## config.mk

```make
export PLATFORM = sky130hd
export DESIGN_NAME = pbru_in_arb
export DESIGN_NICKNAME = d
export VERILOG_FILES = /design/src/rtl/pbru_in_arb.sv
export SDC_FILE = /design/constraint.sdc
export NUM_CORES = 1
export LEC_CHECK = 0
export CAP_MARGIN = 10
export CORE_AREA = 2 2 72 74
export DETAILED_ROUTE_END_ITERATION = 12
export DIE_AREA = 0 0 74 76
export GPL_ROUTABILITY_DRIVEN = 0
export PLACE_DENSITY_LB_ADDON = 0.2
export SYNTH_ARGS = -nofsm -noshare
export SYNTH_HDL_FRONTEND = slang
export SYNTH_SLANG_ARGS = --single-unit
export TNS_END_PERCENT = 5
```

## constraint.sdc

```tcl
create_clock -name clk -period 3.5 [get_ports clk]
set_clock_uncertainty 0.2 [all_clocks]
set_input_delay 0.7 -clock clk [delete_from_list [all_inputs] [get_ports clk]]
set_output_delay 0.7 -clock clk [all_outputs]
set_load 0.005 [all_outputs]
```

## src/rtl/pbru_in_arb.sv

```systemverilog
// Input arbiter: grants one requester channel at a time and streams its beats
// to the aggregator, switching channels only on wide-word boundaries.
module pbru_in_arb #(
   parameter int unsigned NUM_CH       = 4,
   parameter int unsigned INPUT_WIDTH  = 16,
   parameter int unsigned SET_NUMBER   = 64,
   parameter int unsigned WEIGHT_WIDTH = 4
) (
   input  logic                                 clk,
   input  logic                                 rst_n,
   input  logic [NUM_CH-1:0]                    i_ch_valid,
   input  logic [NUM_CH*INPUT_WIDTH-1:0]        i_ch_data,
   output logic [NUM_CH-1:0]                    o_ch_ready,
   input  logic                                 i_cfg_enable,
   input  logic                                 i_cfg_mode,
   input  logic [NUM_CH*WEIGHT_WIDTH-1:0]       i_cfg_weight,
   input  logic                                 i_agg_full,
   output logic                                 o_agg_wr_valid,
   output logic [INPUT_WIDTH-1:0]               o_agg_data,
   output logic [((NUM_CH > 1) ? $clog2(NUM_CH) : 1)-1:0] o_grant_id,
   output logic                                 o_busy
);

   localparam int unsigned GW = (NUM_CH > 1) ? $clog2(NUM_CH) : 1;
   localparam int unsigned BW = (SET_NUMBER > 1) ? $clog2(SET_NUMBER) : 1;

   typedef enum logic [1:0] {
      ST_IDLE  = 2'd0,
      ST_ARB   = 2'd1,
      ST_BURST = 2'd2
   } state_e;

   state_e                  state_q;
   logic [GW-1:0]           grant_q;
   logic [GW-1:0]           rr_ptr_q;
   logic [BW-1:0]           beat_q;
   logic [WEIGHT_WIDTH-1:0] word_q;
   logic [WEIGHT_WIDTH-1:0] quota_q;

   logic [NUM_CH-1:0]       elig_req_c;
   logic                    win_found_c;
   logic [GW-1:0]           win_id_c;
   logic [WEIGHT_WIDTH-1:0] win_weight_c;
   logic                    in_burst_c;
   logic                    gnt_valid_c;
   logic [INPUT_WIDTH-1:0]  gnt_data_c;
   logic                    xfer_c;
   logic                    beat_last_c;
   logic [WEIGHT_WIDTH-1:0] word_nxt_c;
   logic [GW-1:0]           ptr_nxt_c;

   // Requests that may compete: zero-weight channels sit out in weighted mode.
   always_comb begin
      elig_req_c = '0;
      for (int unsigned c = 0; c < NUM_CH; c++) begin
         if (!i_cfg_mode || (i_cfg_weight[c*WEIGHT_WIDTH +: WEIGHT_WIDTH] != '0)) begin
            elig_req_c[c] = i_ch_valid[c];
         end
      end
   end

   // First eligible requester at or after rr_ptr, wrapping around.
   always_comb begin
      int unsigned idx;
      idx         = 0;
      win_found_c = 1'b0;
      win_id_c    = rr_ptr_q;
      for (int unsigned i = 0; i < NUM_CH; i++) begin
         idx = int'(rr_ptr_q) + i;
         if (idx >= NUM_CH) begin
            idx = idx - NUM_CH;
         end
         if (!win_found_c && elig_req_c[GW'(idx)]) begin
            win_found_c = 1'b1;
            win_id_c    = GW'(idx);
         end
      end
   end

   assign win_weight_c = i_cfg_weight[int'(win_id_c)*WEIGHT_WIDTH +: WEIGHT_WIDTH];

   assign in_burst_c  = (state_q == ST_BURST);
   assign gnt_valid_c = i_ch_valid[grant_q];
   assign gnt_data_c  = i_ch_data[int'(grant_q)*INPUT_WIDTH +: INPUT_WIDTH];
   assign xfer_c      = in_burst_c && gnt_valid_c && !i_agg_full;
   assign beat_last_c = (beat_q == BW'(SET_NUMBER - 1));
   assign word_nxt_c  = word_q + WEIGHT_WIDTH'(1);
   assign ptr_nxt_c   = (grant_q == GW'(NUM_CH - 1)) ? '0 : grant_q + GW'(1);

   // Only the granted channel is offered ready, and only while the aggregator has room.
   always_comb begin
      o_ch_ready = '0;
      if (in_burst_c && !i_agg_full) begin
         o_ch_ready[grant_q] = 1'b1;
      end
   end

   assign o_agg_wr_valid = xfer_c;
   assign o_agg_data     = in_burst_c ? gnt_data_c : '0;
   assign o_grant_id     = grant_q;
   assign o_busy         = (state_q != ST_IDLE);

   // Scheduler state, grant and beat/word counters.
   always_ff @(posedge clk or negedge rst_n) begin
      if (!rst_n) begin
         state_q  <= ST_IDLE;
         grant_q  <= '0;
         rr_ptr_q <= '0;
         beat_q   <= '0;
         word_q   <= '0;
         quota_q  <= '0;
      end else begin
         case (state_q)
            ST_IDLE: begin
               if (i_cfg_enable && (|elig_req_c)) begin
                  state_q <= ST_ARB;
               end
            end
            ST_ARB: begin
               if (win_found_c) begin
                  grant_q <= win_id_c;
                  quota_q <= i_cfg_mode ? win_weight_c : WEIGHT_WIDTH'(1);
                  beat_q  <= '0;
                  word_q  <= '0;
                  state_q <= ST_BURST;
               end else begin
                  state_q <= ST_IDLE;
               end
            end
            ST_BURST: begin
               if (xfer_c) begin
                  if (beat_last_c) begin
                     beat_q <= '0;
                     word_q <= word_nxt_c;
                     // Grant may end only here, after a complete wide word.
                     if (word_nxt_c == quota_q) begin
                        rr_ptr_q <= ptr_nxt_c;
                        state_q  <= i_cfg_enable ? ST_ARB : ST_IDLE;
                     end else if (!i_cfg_enable) begin
                        state_q <= ST_IDLE;
                     end
                  end else begin
                     beat_q <= beat_q + BW'(1);
                  end
               end
            end
            default: begin
               state_q <= ST_IDLE;
            end
         endcase
      end
   end

endmodule

```

# After elaboration in Yosys (flattened, before gate mapping)
# Cells that the tools add are included.
[classes]
mux = 48
magnitude_cmp = 10
eq_ne = 10
shifts = 2
add_sub_neg = 10
n_reduce_logical = 30
[ops]
columns = ["cell", "n"]
rows = [
  ["indexed part select 64 x 7 -> 16 bit", 1],
  ["two-way mux 2 bit", 15],
  ["two-way mux 4 bit", 5],
  ["two-way mux 6 bit", 3],
  ["two-way mux 16 bit", 1],
  ["nonzero test 4 bit", 4],
  ["indexed part select 16 x 5 -> 4 bit", 1],
  ["< comparator 2 x 3 -> 1 bit, second input constant", 5],
  ["two-way mux 1 bit", 15],
  ["case mux 6 bit (2 select lines)", 1],
  ["AND reduction 4 bit", 3],
  ["binary-select mux 1 bit (select 2 bit)", 5],
  ["greater-or-equal comparator 3 bit, second input constant", 3],
  ["logical AND 1 bit", 8],
  ["case mux 4 bit (2 select lines)", 1],
  ["subtractor 2 x 1 -> 2 bit, second input constant", 4],
  ["adder 2 x 2 -> 3 bit, second input constant", 2],
  ["adder 6 x 1 -> 6 bit, second input constant", 1],
  ["equality test 6 bit, second input constant", 1],
  ["!= test 2 bit, second input constant", 3],
  ["case mux 2 bit (3 select lines)", 1],
  ["logical NOT 1 bit", 5],
  ["adder 4 x 1 -> 4 bit, second input constant", 1],
  ["equality test 2 bit, second input constant", 2],
  ["15 further kinds", 19],
]
[word_totals]
wordCells = 116
output_inout_bits = 24
inputBits = 89
ff_bits = 20

# Depth between registers and ports, before layout
[depth]
depth_word = 17
ltp_mapped = 8
depth_no_buf = 7

# Least setup slack after synthesis
# OpenSTA, ideal clock, no wires.
[synth_path]
path_type = "input-to-reg"
startpoint = "input i_cfg_weight[4]"
endpoint = "register quota_q[0]"
cell_stages = 7
slack_ns = 0.744
path_buffers = 0
arrival_time_ns = 2.424
setup_ns = 0.133
t_required_ns = 3.167
path_cell_list = "or4_1 -> o21ai_2 -> a21oi_1 -> o21ai_2 -> mux2_1 -> nor3b_2 -> nor3_2"
[synth_via]
elab_chain_len = 17
word_cells_on_any_way = 28
cone_classes = "shift: 1; mux: 18; reduce/logical: 9"
[synth_rtl]
columns = ["item", "line_no", "text"]
rows = [
  ["from (decl)", "16", "input logic [NUM_CH*WEIGHT_WIDTH-1:0] i_cfg_weight,"],
  ["nonzero test 4 bit", "56", "if (!i_cfg_mode || (i_cfg_weight[c*WEIGHT_WIDTH +: WEIGHT_WIDTH] != '0)) begin"],
  ["logical OR 1 bit", "56", ""],
  ["two-way mux 1 bit", "56", ""],
  ["binary-select mux 1 bit (select 2 bit)", "73", "if (!win_found_c && elig_req_c[GW'(idx)]) begin"],
  ["two-way mux 1 bit (not written as such)", "73", ""],
  ["two-way mux 1 bit", "73", ""],
  ["logical NOT 1 bit", "73", ""],
  ["logical AND 1 bit", "73", ""],
  ["two-way mux 1 bit", "73", ""],
  ["logical NOT 1 bit", "73", ""],
  ["logical AND 1 bit", "73", ""],
  ["two-way mux 1 bit", "73", ""],
  ["logical NOT 1 bit", "73", ""],
  ["logical AND 1 bit", "73", ""],
  ["two-way mux 2 bit", "73", ""],
  ["indexed part select 16 x 5 -> 4 bit", "80", "assign win_weight_c = i_cfg_weight[int'(win_id_c)*WEIGHT_WIDTH +: WEIGHT_WIDTH];"],
  ["two-way mux 4 bit", "122", "quota_q <= i_cfg_mode ? win_weight_c : WEIGHT_WIDTH'(1);"],
  ["to (signal assigned)", "122", ""],
  ["to (decl)", "38", "logic [WEIGHT_WIDTH-1:0] quota_q;"],
]
# Parallel ways exist; a longest one is shown, timed or not. The select of a mux whose other input is x is not followed.
# A chain may end at the register's enable or synchronous reset.

# Worst setup path after layout
[layout_path]
startpoint = "input i_ch_valid[0]"
endpoint = "output o_agg_wr_valid"
[layout_via]
elab_chain_len = 4
[layout_rtl]
columns = ["item", "line_no", "text"]
rows = [
  ["from (decl)", "11", "input logic [NUM_CH-1:0] i_ch_valid,"],
  ["binary-select mux 1 bit (select 2 bit)", "83", "assign gnt_valid_c = i_ch_valid[grant_q];"],
  ["two-way mux 1 bit (not written as such)", "83", ""],
  ["logical AND 1 bit (2 in series)", "85", "assign xfer_c = in_burst_c && gnt_valid_c && !i_agg_full;"],
  ["to (decl)", "18", "output logic o_agg_wr_valid,"],
]
# No other way between the ends. The select of a mux whose other input is x is not followed.

==> impl_metrics.toml <==
[critical_path]
reg2reg_from = "o_grant_id[0]"
r2r_end = "rr_ptr_q[1]"
crit_required_ns = 2.60
start_kind = "input port"
crit_fanout = 2
path_class = "in2out"
r2r_cells = 7
crit_path_start = "i_ch_valid[0]"
cp-end-kind = "output port"
r2r_slack_ns = 0.82
critical_path_arrival_ns = 2.34

[detailed_routing]
dr.pass1.iters = 4
routedWlPerCell_um = 16.01
via_per_inst = 5.158
ant_nets = 0
drc = 0
vias = 1888
wirelength_mm = 5.859
drt-initial-drc-count = 85

[global_route]
grt_use_total = 0.2214
grt_first_pass_wirelength_mm = 9.632
antenna_found_initial = 0
grt_pass1_vias = 1941
grt_max_degree = 24
grt-ovfl-total = 0

[finish]
nets = 392
antenna_cells = 0
layout.cells.most_common = "clkdlybuf4s50_1"
final_cell_mix = "clkdlybuf4s50_1 (112), nand2_1 (22), dfrtp_1 (20), nor2b_1 (18), mux4_2 (17)"
drive_gt1_frac = 0.1554
fin_cells = 366
area_delta_synth_final_pct = 68.03

[timing]
hold_viol_final = 0
maxSlewViolCount = 0
min_period_over_period = 0.9269
setup_viol = 0
period_needed_ns = 3.244
rsz0062_at_grt = "false"
tightestPinTransition_ns = 0.8813
slew_headroom = 0.4107
tns_ns = 0
fmax_ghz = 0.3083

[placed_design]
numPortBuffers = 112
hpwl_mm = 4.946
post-place-cells = 362

[logic_synthesis]
synth_top_family_by_area = "multiplexers"
synth_adder_area_share = 0.03947
syn_nets = 276
yosysTopAreaCellShare = 0.2632
muxShareOfSynthArea = 0.2447
avgSynthCellArea_um2 = 10.51
ys_types = 47
synth.area.top_cells = "dfrtp_1 (26%), mux4_2 (20%), nor2b_1 (5.9%)"
synth_edf_count = 0
seq_area_frac_synth = 0.2632
synth_area_um2 = 1902
synthXorXnorAreaFrac = 0.04145
syn-instance-count = 181
ys.flop_type = "dfrtp_1"
yosys.area.top_type = "dfrtp_1"
synth_seq_cells = 20
synth_compound_area_frac = 0.1658
async_flop_share = 1.000
yosys.area_share.simple = 0.2211
yosysWarnings = 0

[worst_hold_path]
hp-start = "word_q[3]"
hp-class = "reg2reg"
hold_depth = 2
hold_end = "word_q[3]"

[clock_network]
cts_num_sinks = 20
clockBufferDepth = 2
cts_made_buffers = 3
cts_hold_buffers = 0
cts_resized = 0
cts_setup_buffers = 0
clk_latency_ns = 0.26
clockRootBuffer = "clkbuf_8"
tritoncts = "done"
htreeDepth = 1
path_clk_slew_ns = 0.07

[power_and_ir_drop]
p_leak_nw = 1.224
powerDensity_nw_per_um2 = 456.2
p_total_mw = 1.458
irDropWorstVdd_mv = 0.2762

[floorplanning]
std_cell_rows = 26
die_area_um2 = 5624
initial_core_util = 0.3872
fp.dieH_um = 76
core_area_um2 = 4912
die_x_um = 74
boundaryPins = 113

[job]
max-cap-violations = 0

[run_status]
status = "finished, final reports clean"
## state kept, by name, indices dropped and copies added (netlist names)
signal / count
o_grant_id: 2
quota_q: 4
word_q: 4
rr_ptr_q: 2
state_q: 2
beat_q: 6
## metrics by stage
stage	instance area (um2)	utilization	worst slack (ns)	hold WS (ns)
after CTS	3196	0.6505	0.2733	0.3092
after floorplan	1902	-	0.7435	0.2044
after detailed placement	3124	0.6360	0.2124	0.2914
after global placement	3124	0.6360	0.2632	0.2831
final	3196	0.6505	0.2559	0.3112
after global routing	3196	0.6505	0.2289	0.3532
## routing by layer
metal	GRT usage	vias up	wire [um]
met4	0.03091	0	48
li1	-	913	-
met5	0	-	0
met3	0.05688	4	351
met1	0.2954	910	2494
met2	0.3679	61	2965
## worst max path at each step
stage | end | slack, ns | cells past startpoint
2_1_floorplan | quota_q[0] | 0.74 | 7
3_3_place_gp | quota_q[0] | 0.26 | 8
3_5_place_dp | quota_q[0] | 0.21 | 8
4_1_cts | o_agg_wr_valid | 0.27 | 4
5_1_grt | o_agg_wr_valid | 0.23 | 4
6_report | o_agg_wr_valid | 0.26 | 4
## kinds of logic after synthesis
family                   count (synthesis)
adder cells (fa/ha/maj)                  6
buffers and inverters                   11
XOR/XNOR                                 9
flip-flops                              20
multiplexers                            25
AO/OA/AOI/OAI                           37
AND/OR/NAND/NOR                         73
## cells in the mapped netlist (2+ instances only)
master,number
o21ai_0,7
a21oi_1,5
nor2_1,4
mux4_2,17
o311ai_4,2
o21ai_2,3
xnor2_1,2
o31ai_1,3
and2_1,8
nor3b_1,2
nand2_1,22
dfrtp_1,20
nand3_1,4
o21ai_1,6
nor2b_1,18
xor2_1,7
nand4_1,2
o221ai_1,3
buf_2,4
inv_1,3
ha_1,6
clkbuf_1,2
mux2i_1,6
or4_1,2
## area by class of cell
| type | instances | area, um2 |
|---|---|---|
| Sequential cell | 20 | 500.5 |
| Multi-Input combinational cell | 150 | 1355 |
| Timing Repair Buffer | 118 | 1166 |
| Fill cell | 386 | 1717 |
| Tap cell | 70 | 87.58 |
| Clock inverter | 1 | 30.03 |
| Clock buffer | 3 | 41.29 |
| Inverter | 4 | 15.01 |
## worst max-delay path, cell delays in order
cell             delay, ns
clkdlybuf4s50_1       0.48
mux4_2                0.52
and2_1                0.20
clkdlybuf4s50_1       0.44
## where the power goes
part	internal [mW]	switching, mW	leakage (nW)	total [mW]
clock network	0.153	0.0781	0.0357	0.231
registers	0.283	0.0475	0.266	0.331
logic	0.526	0.370	0.922	0.896
total	0.962	0.496	1.22	1.46
(Power assumes the default switching activity.)
